--- src/rtl/mic_pdm_capture.sv ---
// ============================================================================
// Module   : mic_pdm_capture
// Summary  : PDM microphone clocking, ones-count decimation to PCM samples,
//            and a hysteresis loudness detector that emits a one-cycle flap.
// Revision : 1.0
// ============================================================================
`default_nettype none

module mic_pdm_capture #(
  parameter int MIC_CLK_DIV = 50,
  parameter int WINDOW      = 128,
  parameter int SAMPLE_W    = 8,
  parameter int THRESH_HI   = 40,
  parameter int THRESH_LO   = 20,
  parameter int HOLDOFF     = 4
) (
  input  logic                clk,
  input  logic                reset,
  input  logic                enable,
  input  logic                micData,
  output logic                micClk,
  output logic                chSel,
  output logic [SAMPLE_W-1:0] sample_out,
  output logic                sample_valid,
  output logic [SAMPLE_W-2:0] amplitude,
  output logic                loud,
  output logic                flap
);

  localparam int c_DIV_W  = $clog2(MIC_CLK_DIV);
  localparam int c_BIT_W  = $clog2(WINDOW);
  localparam int c_HOLD_W = $clog2(HOLDOFF + 1);

  localparam logic [c_DIV_W-1:0]  c_DIV_TC    = c_DIV_W'(MIC_CLK_DIV - 1);
  localparam logic [c_BIT_W-1:0]  c_BIT_LAST  = c_BIT_W'(WINDOW - 1);
  localparam logic [SAMPLE_W-1:0] c_HALF      = SAMPLE_W'(WINDOW / 2);
  localparam logic [SAMPLE_W-1:0] c_THRESH_HI = SAMPLE_W'(THRESH_HI);
  localparam logic [SAMPLE_W-1:0] c_THRESH_LO = SAMPLE_W'(THRESH_LO);
  localparam logic [c_HOLD_W-1:0] c_HOLDOFF   = c_HOLD_W'(HOLDOFF);

  localparam logic [0:0] c_QUIET = 1'b0;
  localparam logic [0:0] c_LOUD  = 1'b1;

  logic [c_DIV_W-1:0]  r_div_cnt;
  logic                r_mic_clk;
  logic                r_sync1;
  logic                r_sync2;
  logic [c_BIT_W-1:0]  r_bit_cnt;
  logic [SAMPLE_W-1:0] r_ones;
  logic [SAMPLE_W-1:0] r_sample;
  logic [SAMPLE_W-2:0] r_amplitude;
  logic                r_sample_valid;
  logic [0:0]          r_state;
  logic [c_HOLD_W-1:0] r_holdoff;
  logic                r_flap;

  logic                w_div_tc;
  logic                w_capture;
  logic                w_last_bit;
  logic [SAMPLE_W-1:0] w_final;
  logic [SAMPLE_W-2:0] w_amp;

  assign w_div_tc   = (r_div_cnt == c_DIV_TC);
  // Sample in the last clk cycle of the high half, just before micClk falls.
  assign w_capture  = enable && r_mic_clk && w_div_tc;
  assign w_last_bit = (r_bit_cnt == c_BIT_LAST);
  assign w_final    = r_ones + {{(SAMPLE_W-1){1'b0}}, r_sync2};
  assign w_amp      = (w_final >= c_HALF) ? (SAMPLE_W-1)'(w_final - c_HALF)
                                          : (SAMPLE_W-1)'(c_HALF - w_final);

  always_ff @(posedge clk or posedge reset) begin
    if (reset) begin
      r_div_cnt <= '0;
      r_mic_clk <= 1'b0;
    end else if (!enable) begin
      r_div_cnt <= '0;
      r_mic_clk <= 1'b0;
    end else if (w_div_tc) begin
      r_div_cnt <= '0;
      r_mic_clk <= ~r_mic_clk;
    end else begin
      r_div_cnt <= r_div_cnt + c_DIV_W'(1);
    end
  end

  always_ff @(posedge clk or posedge reset) begin
    if (reset) begin
      r_sync1 <= 1'b0;
      r_sync2 <= 1'b0;
    end else begin
      r_sync1 <= micData;
      r_sync2 <= r_sync1;
    end
  end

  // The window's last bit is folded into w_final so nothing is lost at the restart.
  always_ff @(posedge clk or posedge reset) begin
    if (reset) begin
      r_bit_cnt <= '0;
      r_ones    <= '0;
    end else if (!enable) begin
      r_bit_cnt <= '0;
      r_ones    <= '0;
    end else if (w_capture) begin
      if (w_last_bit) begin
        r_bit_cnt <= '0;
        r_ones    <= '0;
      end else begin
        r_bit_cnt <= r_bit_cnt + c_BIT_W'(1);
        r_ones    <= w_final;
      end
    end
  end

  always_ff @(posedge clk or posedge reset) begin
    if (reset) begin
      r_sample       <= '0;
      r_amplitude    <= '0;
      r_sample_valid <= 1'b0;
    end else begin
      r_sample_valid <= w_capture && w_last_bit;
      if (w_capture && w_last_bit) begin
        r_sample    <= w_final;
        r_amplitude <= w_amp;
      end
    end
  end

  always_ff @(posedge clk or posedge reset) begin
    if (reset) begin
      r_state   <= c_QUIET;
      r_holdoff <= '0;
      r_flap    <= 1'b0;
    end else begin
      r_flap <= 1'b0;
      if (r_sample_valid) begin
        case (r_state)
          c_QUIET: begin
            if ({1'b0, r_amplitude} >= c_THRESH_HI) begin
              r_state   <= c_LOUD;
              r_holdoff <= c_HOLDOFF;
              r_flap    <= 1'b1;
            end
          end
          c_LOUD: begin
            if (r_holdoff != '0) begin
              r_holdoff <= r_holdoff - c_HOLD_W'(1);
            end else if ({1'b0, r_amplitude} < c_THRESH_LO) begin
              r_state <= c_QUIET;
            end
          end
          default: r_state <= c_QUIET;
        endcase
      end
    end
  end

  assign micClk       = r_mic_clk;
  assign chSel        = 1'b0;
  assign sample_out   = r_sample;
  assign amplitude    = r_amplitude;
  assign sample_valid = r_sample_valid;
  assign loud         = (r_state == c_LOUD);
  assign flap         = r_flap;

endmodule

`default_nettype wire

--- config.mk ---
export PLATFORM = sky130hd
export DESIGN_NAME = mic_pdm_capture
export DESIGN_NICKNAME = d
export VERILOG_FILES = /design/src/rtl/mic_pdm_capture.sv
export SDC_FILE = /design/constraint.sdc
export NUM_CORES = 1
export LEC_CHECK = 0
export CAP_MARGIN = 20
export CORE_MARGIN = 2
export CORE_UTILIZATION = 40
export DETAILED_ROUTE_END_ITERATION = 7
export DONT_BUFFER_PORTS = 1
export HOLD_SLACK_MARGIN = 0.03
export PLACE_DENSITY_LB_ADDON = 0.2
export SETUP_SLACK_MARGIN = 0.4
export SKIP_LAST_GASP = 1
export SLEW_MARGIN = 15
export SYNTH_ARGS = -nofsm -noshare
export SYNTH_HDL_FRONTEND = slang
export SYNTH_SLANG_ARGS = --single-unit
export TNS_END_PERCENT = 30
--- constraint.sdc ---
create_clock -name clk -period 2.35 [get_ports clk]
set_input_delay 0.5875 -clock clk [delete_from_list [all_inputs] [get_ports clk]]
set_output_delay 0.5875 -clock clk [all_outputs]
set_load 0.01 [all_outputs]
# Yosys cells after proc, flatten, opt, wreduce, memory -nomap -nowiden
# Index checks and enable logic that the tools add are counted.
[op_classes]
reduce_logical = 5
n_addsub = 6
eq_ne = 6
mux = 20
n_bitwise = 2
order_cmp = 3
[op_table]
columns = ["cell", "n"]
rows = [
  ["$mux W7", 4],
  ["$mux W8", 3],
  ["$mux W6", 2],
  ["$add A8 B1 Y8", 1],
  ["$ge A8 B7 Y1 const B", 1],
  ["$add A7 B1 Y7 const B", 1],
  ["$eq A7 B7 Y1 const B", 1],
  ["$ge A7 B6 Y1 const B", 1],
  ["$lt A7 B5 Y1 const B", 1],
  ["$mux W1", 7],
  ["$sub A7 B7 Y7 const A", 1],
  ["$sub A7 B7 Y7 const B", 1],
  ["$add A6 B1 Y6 const B", 1],
  ["$eq A6 B6 Y1 const B", 1],
  ["$mux W3", 2],
  ["$ne A2 B1 Y1 const B", 3],
  ["$pmux W3 S2", 1],
  ["$logic_and A1 B1 Y1", 3],
  ["$reduce_and A3 Y1", 1],
  ["$reduce_bool A3 Y1", 1],
  ["$sub A3 B1 Y3 const B", 1],
  ["$ne A2 B2 Y1 const B", 1],
  ["$not A1 Y1", 2],
  ["$pmux W1 S2", 1],
]
[totals]
wordCells = 54
ff_bits = 45

# Depth between registers and ports, before layout
# Gate-level depths: netlist (run 1).
[depth]
ltp_word = 4
mapped_depth = 9

# Worst setup path after synthesis (run 1)
# OpenSTA, ideal clock, no wires.
[synth_timing]
kind = "flip-flop to flip-flop"
start = "register r_ones[0]"
end = "register r_amplitude[4], in the netlist amplitude[4]"
setup_ps = 128
period_less_slack_ps = 1996
setup_slack_ps = 354
n_path_buf = 0
required_ps = 2222
stages_incl_launch_ff = 8
t_arrival_ps = 1868
path_cell_list = "dfrtp_1 -> ha_1 -> ha_1 -> nand3_2 -> or4_4 -> a32oi_1 -> xor2_1 -> o21ai_1"
[synth_between]
elab_chain_len = 3
word_cells_on_any_way = 5
[synth_rtl]
columns = ["item", "line", "rtl"]
rows = [
  ["start, declared", "49", "logic [SAMPLE_W-1:0] r_ones;"],
  ["start signal, assigned", "110", "r_ones <= w_final;"],
  ["$add A8 B1 Y8 (*)", "67", "assign w_final = r_ones + {{(SAMPLE_W-1){1'b0}}, r_sync2};"],
  ["$sub A7 B7 Y7 (tied with other cells)", "69", ": (SAMPLE_W-1)'(c_HALF - w_final);"],
  ["$mux W7 (*)", "68", "assign w_amp = (w_final >= c_HALF) ? (SAMPLE_W-1)'(w_final - c_HALF)"],
  ["end signal, assigned", "124", "r_amplitude <= w_amp;"],
  ["end, declared", "51", "logic [SAMPLE_W-2:0] r_amplitude;"],
]
# Every way passes the cells marked *; elsewhere a longest branch is shown, timed or not.
# A chain may end at the register's enable or synchronous reset.

# Worst setup path after layout (run 1)
# Same ends and word-level chain as after synthesis.

==> results.json, run 1 <==
{
  "outcome": "finished, final reports clean",
  "synth_fp_nets": 250,
  "ys_ff_latch": 44,
  "dieArea_mm2": 0.00648,
  "cts_buffers": 5,
  "cts_tree": "built",
  "via_count": 1636,
  "synthCells": 238,
  "routed_via_density": 5.26,
  "place.gp.congestion": 0.754,
  "timing.max_cap.violations": 0,
  "hold_ws_ns": 0.180,
  "multi_input_area_mm2": 0.00114,
  "nFillCells": 570,
  "htree_levels": 2,
  "synth_edf_count": 0,
  "required_ns": 2.54,
  "clock_skew_ns": 0.0108,
  "postCtsHoldBufs": 0,
  "antenna_found_initial": 0,
  "seqCellArea_mm2": 0.00110,
  "synth_common_cells": "dfrtp_1, nand2_1, o21ai_0, nor2_1",
  "cts.sinks": 44,
  "powerDensity_mw_per_mm2": 517,
  "worstPathArrival_ns": 2.11,
  "yosysTopAreaCell": "dfrtp_1",
  "die_y_um": 80.5,
  "totalWireLength_um": 4470,
  "start_util": 0.420,
  "drc": 0,
  "ys_warn_count": 0,
  "track_usage": 0.153,
  "tns_ns": 0,
  "critPathKind": "reg -> reg",
  "antenna_cells": 0,
  "synth-seq-area-share": 0.470,
  "finalMaxSlewViolations": 0,
  "hold_viol": 0,
  "synthFlopType": "dfrtp_1",
  "firstDrtPassIters": 4,
  "async_flop_share": 1.00,
  "finalSetupViolations": 0,
  "path_max_fanout": 5,
  "hpwlAfterDp_um": 3200,
  "synth_top_area_frac": 0.470,
  "grt_setup_unrepaired": "true",
  "portBuffers": 0,
  "cp-start-kind": "register",
  "final_layout_size_suffix_gt1_frac": 0.117,
  "grt_max_degree": 25,
  "placed_cell_area_mm2": 0.00238,
  "end_kind": "register",
  "die_x_um": 80.5,
  "final_area_mm2": 0.00251,
  "grt_first_pass_wirelength_um": 7580,
  "drt_iter0_drc": 90,
  "synthDistinctLibCells": 50,
  "min_period_ns": 1.92,
  "yosysMostFrequentCell": "dfrtp_1",
  "routedWlPerCell_um": 14.4,
  "postRouteAntennaNets": 0,
  "syn2layout_area_growth_pct": 7.05,
  "overflow": 0,
  "nets": 250,
  "synth.avg_cell_area_um2": 9.84,
  "core_area_mm2": 0.00557,
  "num_io_pins": 24,
  "rows": 27,
  "worstHoldPathType": "in -> async",
  "finalCritPeriodShare": 0.819,
  "insertion_delay_ns": 0.30,
  "cts_root_buf": "clkbuf_8",
  "max_freq_ghz": 0.520,
  "grt_pass1_vias": 1584,
  "netlist_top_cells_area": "dfrtp_1, o21ai_0, nand2_1",
  "power_leakage_nw": 1.08,
  "path_clk_slew_ns": 0.09,
  "vdd_drop_max_uv": 206,
  "clockBufferDepth": 2,
  "synth_area_mm2": 0.00234
}
per-stage QoR:
step,cells,setup slack (ns),total power [mW],util
after global routing,311,0.322,1.36,0.450
final,311,0.425,1.30,0.450
after floorplan,238,0.444,0.817,-
after detailed placement,301,0.238,0.830,0.427
after global placement,301,0.294,0.829,0.427
after CTS,309,0.399,1.32,0.447
cells by family (layout without fill, tap and decap cells):
kind of cell | after synthesis | count (layout) | share of synthesized area
muxes | 3 | 3 | 0.0128
xor gates and xnor gates | 20 | 20 | 0.0748
and+or+nand+nor | 91 | 91 | 0.197
other | 1 | 1 | 0.00160
adders and majority gates | 8 | 8 | 0.0427
DFF | 44 | 44 | 0.470
AOI/OAI and AO/OA | 51 | 51 | 0.144
buffers and inverters | 20 | 21 | 0.0566
state kept, by name, summed over array words and instances (netlist names):
register,cells
amplitude,6
flap,1
loud,1
micClk,1
r_bit_cnt,7
r_div_cnt,6
r_holdoff,3
r_ones,8
r_sync1,1
r_sync2,1
sample_out,8
sample_valid,1
layout make-up:
cell class,instances,area share
Clock buffer,5,0.0274
Inverter,7,0.0105
Multi-Input combinational cell,174,0.457
Clock inverter,3,0.00749
Timing Repair Buffer,6,0.0230
Sequential cell,44,0.439
Tap cell,72,0.0359
critical path, stage by stage (launching register included):
cell	delay, ns
dfrtp_1	0.39
ha_4	0.17
ha_4	0.16
nand3_2	0.10
or4_4	0.49
a32oi_2	0.25
xor2_1	0.18
o21ai_1	0.08
cell usage in the layout (no fill, tap or decap), drive strengths merged, types with 2 or more instances in the layout:
cell type,n
a21boi,2
a22o,2
a31oi,2
a32oi,2
and2,5
and2b,2
and3,4
buf,6
clkbuf,5
clkinv,3
dfrtp,44
ha,8
inv,7
mux2i,3
nand2,33
nand2b,2
nand3,11
nand4,4
nor2,13
nor2b,3
nor3,7
o21ai,28
o31ai,4
xnor2,10
xor2,10
path summary, 6_finish.rpt:
kind / cells after the start / end / startpoint / slack [ns]
min reg2reg: 0 / r_sync2$_DFF_PP0_ / r_sync1$_DFF_PP0_ / 0.35
min: 1 / r_holdoff[0]$_DFFE_PP0P_ / reset / 0.18
max reg2reg: 7 / amplitude[4]$_DFFE_PP0P_ / r_ones[0]$_DFFE_PP0P_ / 0.43
max: 7 / amplitude[4]$_DFFE_PP0P_ / r_ones[0]$_DFFE_PP0P_ / 0.43
max in group asynchronous: 2 / r_ones[4]$_DFFE_PP0P_ / reset / 1.67
min in group clk: 0 / r_sync1$_DFF_PP0_ / micData / 0.31
routing by layer:
metal / wire, µm / part of all wire / global-route usage
met5: 0 / 0 / 0
met3: 162 / 0.036 / 0.0416
met2: 2050 / 0.46 / 0.233
met1: 2210 / 0.49 / 0.202
met4: 46 / 0.010 / 0.0661
repair_timing:
item / CTS / global route
buffers inserted: 0 / 2
setup endpoints to repair: 7 / 11
resized for setup: 4 / 1
pin swaps: 2 / 0
hold endpoints to repair: 0 / 0
where the power goes:
group	internal (mW)	switching (mW)	leakage (nW)
Sequential	0.762	0.00515	0.608
Clock	0.208	0.274	0.0479
Combinational	0.0170	0.0299	0.426
Total	0.987	0.310	1.08
Power figures use the tool's default switching activity.
==> run 2: changes to the inputs <==
Clock period 2.35 ns to 1.9 ns, I/O delays scaled along.
==> results.json, run 2 (same netlist as run 1, synthesis figures left out) <==
{
  "cp-start-kind": "register",
  "cts_tree": "built",
  "grt_setup_unrepaired": "true",
  "critPathKind": "reg -> reg",
  "finalSetupViolations": 0,
  "place_ws_ns": -0.0157,
  "antenna_found_initial": 0,
  "p_total_mw": 1.76,
  "antenna_cells": 0,
  "worstMarginPinSlew_ns": 0.507,
  "place.gp.congestion": 0.793,
  "clock_skew_ns": 0.00663,
  "totalWireLength_um": 4910,
  "worstHoldPathType": "in -> async",
  "internal-power_mw": 1.37,
  "layout_common_cells": "dfrtp_1, nand2_1, buf_4",
  "postRouteAntennaNets": 0,
  "p_clk_frac": 0.421,
  "seqPwrFrac": 0.538,
  "num_io_pins": 24,
  "grt_pass1_vias": 1689,
  "portBuffers": 0,
  "cts_root_buf": "clkbuf_8",
  "timing.max_cap.violations": 0,
  "grt_max_degree": 24,
  "vdd_drop_max_uv": 410,
  "start_util": 0.420,
  "drt_iter0_drc": 88,
  "post-route-util": 0.512,
  "hpwlAfterDp_um": 3280,
  "via_count": 1772,
  "routedWlPerCell_um": 14.7,
  "power.switching_uw": 391,
  "finalMaxSlewViolations": 0,
  "reg2reg_slack_ns": 0.01,
  "worstPathArrival_ns": 2.07,
  "final_layout_size_suffix_gt1_frac": 0.252,
  "min_period_ns": 1.89,
  "cts.sinks": 44,
  "dieArea_mm2": 0.00648,
  "die_y_um": 80.5,
  "outcome": "finished, final reports clean",
  "startpoint": "r_ones[0]$_DFFE_PP0P_",
  "combPwrFrac": 0.041,
  "htree_levels": 2,
  "core_area_mm2": 0.00557,
  "die_x_um": 80.5,
  "routed_via_density": 5.31,
  "timing.rr.end": "amplitude[3]$_DFFE_PP0P_",
  "end_kind": "register",
  "clockBufferDepth": 2,
  "swShare": 0.222,
  "nets": 273,
  "cts_buffers": 5,
  "path_max_fanout": 5,
  "drc": 0,
  "rows": 27,
  "hold_viol": 0,
  "max_slew_margin": 0.661,
  "r2r_cells": 7,
  "firstDrtPassIters": 4,
  "finalCritPeriodShare": 0.994,
  "grt_first_pass_wirelength_um": 8140,
  "timing.final.ws_setup_ns": 0.0114,
  "overflow": 0,
  "power_leakage_nw": 1.25,
  "insertion_delay_ns": 0.30,
  "syn2layout_area_growth_pct": 22.0,
  "max_freq_ghz": 0.529,
  "r2r_start": "r_ones[0]$_DFFE_PP0P_",
  "track_usage": 0.161,
  "required_ns": 2.08,
  "path_clk_slew_ns": 0.09,
  "final_common_cell": "dfrtp_1",
  "powerDensity_mw_per_mm2": 616,
  "crit_path_end": "amplitude[3]$_DFFE_PP0P_",
  "hold_ws_ns": 0.0790
}
-- run 2: final cells by class --
type                    instances  area [µm²]
fillers                       513        2720
multi-input cells             176        1250
flip-flops and latches         44        1100
repair buffers                 27         270
well taps                      72        90.1
clock buffers                   5        68.8
clock inverters                 3        46.3
inverters                       7        26.3
-- run 2: worst min-delay path by stage --
stage | from | end | slack, ns
2_1_floorplan | r_sync1$_DFF_PP0_ | r_sync2$_DFF_PP0_ | 0.33
3_3_place_gp | r_sync1$_DFF_PP0_ | r_sync2$_DFF_PP0_ | 0.33
3_5_place_dp | r_sync1$_DFF_PP0_ | r_sync2$_DFF_PP0_ | 0.33
4_1_cts | reset | r_holdoff[0]$_DFFE_PP0P_ | 0.09
5_1_grt | reset | r_holdoff[1]$_DFFE_PP0P_ | 0.10
6_report | reset | r_holdoff[0]$_DFFE_PP0P_ | 0.08
-- run 2: metrics by stage --
stage | cell area [µm²] | std cells | setup TNS (ns)
global placement | 2500 | 313 | 0
finish | 2860 | 334 | 0
floorplan | 2400 | 238 | 0
CTS | 2750 | 330 | -0.00402
detailed placement | 2500 | 313 | -0.0281
global route | 2860 | 334 | -0.387
-- run 2: power by group through the flow --
stage | sequential, mW | clock [mW] | combinational (mW)
2_1_floorplan | 0.966 | 0 | 0.0479
3_3_place_gp | 0.966 | 0 | 0.0647
3_5_place_dp | 0.967 | 0 | 0.0648
4_1_cts | 0.948 | 0.760 | 0.0742
5_1_grt | 0.949 | 0.806 | 0.0826
6_report | 0.948 | 0.741 | 0.0721
-- run 2: per-layer routing --
layer	global-route usage	share of wire
met1	0.212	0.47
met2	0.267	0.49
met3	0.0360	0.033
met4	0.0458	0.012
met5	0	0
-- run 2: repair_timing --
item                                   CTS  global route
resized for setup                       16            14
setup endpoints to repair               30            36
buffers inserted                         7             2
endpoints found under the hold margin    0             0
pin swaps                                6            11
cloned                                   2             2
hold buffers                             0             0
-- run 2: worst max-delay path, stage by stage, from the launching register on --
cell and delay (ns):
dfrtp_1 0.39, ha_4 0.16, ha_4 0.15, nand3_4 0.06
or4_4 0.56, a31oi_2 0.22, xor2_1 0.15, o21ai_0 0.08
==> run 3: changes to the inputs <==
Settings changed: CORE_UTILIZATION 40 to 50, HOLD_SLACK_MARGIN 0.03 to default.
==> results.json, run 3 (same netlist as run 1, synthesis figures left out) <==
{
  "drc": 0,
  "hold_viol": 0,
  "finalMaxSlewViolations": 0,
  "totalWireLength_um": 4480,
  "critical_path.cell_chain": "ha_4 -> ha_4 -> nand3_4 -> or4_4 -> a32oi_2 -> xor2_1 -> o21ai_1",
  "critical_path.most_common_cell": "ha_4",
  "drt_iter0_drc": 70,
  "cp-start-kind": "register",
  "dieArea_mm2": 0.00525,
  "slowest_stage": "or4_4",
  "nets": 266,
  "max_stage_delay_ns": 0.50,
  "timing.final.ws_setup_ns": -0.00305,
  "start_util": 0.527,
  "required_ns": 2.09,
  "track_usage": 0.197,
  "violations": "setup timing",
  "portBuffers": 0,
  "overflow": 0,
  "path_clk_slew_ns": 0.08,
  "rows": 24,
  "final_layout_size_suffix_gt1_frac": 0.227,
  "tns_ns": -0.00305,
  "power_leakage_nw": 1.20,
  "cts_root_buf": "clkbuf_8",
  "hpwlAfterDp_um": 3060,
  "routed_via_density": 5.58,
  "place.gp.congestion": 0.776,
  "internal-power_mw": 1.37,
  "die_x_um": 72.4,
  "end_kind": "register",
  "max_freq_ghz": 0.525,
  "insertion_delay_ns": 0.30,
  "die_y_um": 72.4,
  "htree_levels": 2,
  "nFillCells": 356,
  "min_period_ns": 1.90,
  "vdd_drop_max_uv": 310,
  "powerDensity_mw_per_mm2": 627,
  "worstPathArrival_ns": 2.09,
  "grt_pass1_vias": 1739,
  "path_max_fanout": 5,
  "power.switching_uw": 359,
  "seqCellArea_mm2": 0.00110,
  "critPathKind": "reg -> reg",
  "antenna_found_initial": 0,
  "hold_ws_ns": 0.0896,
  "finalCritPeriodShare": 1.00,
  "grt_setup_unrepaired": "true",
  "combPwrFrac": 0.043,
  "clock_skew_ns": 0.0120,
  "grt_first_pass_wirelength_um": 7970,
  "core_area_mm2": 0.00444,
  "num_io_pins": 24,
  "routedWlPerCell_um": 14.6,
  "outcome": "finished, violations left",
  "via_count": 1714,
  "clockBufferDepth": 2,
  "syn2layout_area_growth_pct": 17.4,
  "grt_max_degree": 45,
  "cts_buffers": 5,
  "timing.max_cap.violations": 0,
  "worstHoldPathType": "in -> async",
  "firstDrtPassIters": 4,
  "multi_input_area_mm2": 0.00127,
  "seqPwrFrac": 0.550,
  "p_clk_frac": 0.407,
  "swShare": 0.208,
  "cts_tree": "built",
  "antenna_cells": 0,
  "postRouteAntennaNets": 0,
  "final_common_cell": "dfrtp_1",
  "cts.sinks": 44,
  "layout_common_cells": "dfrtp_1, nand2_1, buf_4",
  "finalSetupViolations": 1,
  "post-route-util": 0.619
}
run 3: power groups by stage:
stage	clock network [mW]	registers [mW]	logic [mW]
3_5_place_dp	0	0.967	0.0648
6_report	0.702	0.948	0.0748
4_1_cts	0.725	0.947	0.0741
5_1_grt	0.765	0.949	0.0858
3_3_place_gp	0	0.966	0.0646
2_1_floorplan	0	0.966	0.0479
run 3: path summary, 6_finish.rpt:
| check | start | endpoint | slack, ns | cells past startpoint |
|---|---|---|---|---|
| worst max register to register | r_ones[0]$_DFFE_PP0P_ | amplitude[4]$_DFFE_PP0P_ | -0.003 | 7 |
| worst min register to register | r_sync1$_DFF_PP0_ | r_sync2$_DFF_PP0_ | 0.35 | 0 |
| max in group asynchronous | reset | r_ones[2]$_DFFE_PP0P_ | 1.59 | 2 |
| worst max-delay path | r_ones[0]$_DFFE_PP0P_ | amplitude[4]$_DFFE_PP0P_ | -0.003 | 7 |
| worst min-delay path | reset | r_holdoff[1]$_DFFE_PP0P_ | 0.09 | 2 |
| min in group clk | micData | r_sync1$_DFF_PP0_ | 0.20 | 0 |
run 3: metal layers:
metal  GRT usage  part of all wire  vias up
met1       0.248              0.47      816
met3      0.0486             0.028        7
met4      0.0823             0.020        0
met2       0.324              0.49       28
met5           0                 0        -
li1            -                 -      863
run 3: layout make-up:
cell class / count / share of cell area
Clock inverter: 2 / 0.0127
Multi-Input combinational cell: 175 / 0.462
Tap cell: 52 / 0.0237
Inverter: 7 / 0.0105
Sequential cell: 44 / 0.401
Clock buffer: 6 / 0.0264
Timing Repair Buffer: 21 / 0.0633
run 3: timing repair:
item / in CTS / in global routing
gates cloned: 1 / 0
setup buffers: 4 / 3
endpoints found under the setup margin: 30 / 31
pin swaps: 7 / 11
endpoints found under the hold margin: 0 / 0
resized for setup: 14 / 13
hold buffers: 0 / 0
run 3: stage by stage:
stage	area (µm²)	total power [mW]	std cells	setup WS [ns]
floorplan	2400	1.01	238	0.125
global placement	2460	1.03	291	-0.0244
detailed placement	2460	1.03	291	-0.0540
CTS	2670	1.75	304	-0.0123
global route	2750	1.80	307	-0.0875
finish	2750	1.72	307	-0.00305
run 3: worst max-delay path: cells and delay by family, from the launching register on:
family                   cells  cell delay (ns)
XOR/XNOR                     1             0.19
AO/OA/AOI/OAI                2             0.29
adder cells (fa/ha/maj)      2             0.36
AND/OR/NAND/NOR              2             0.57
flip-flops                   1             0.39
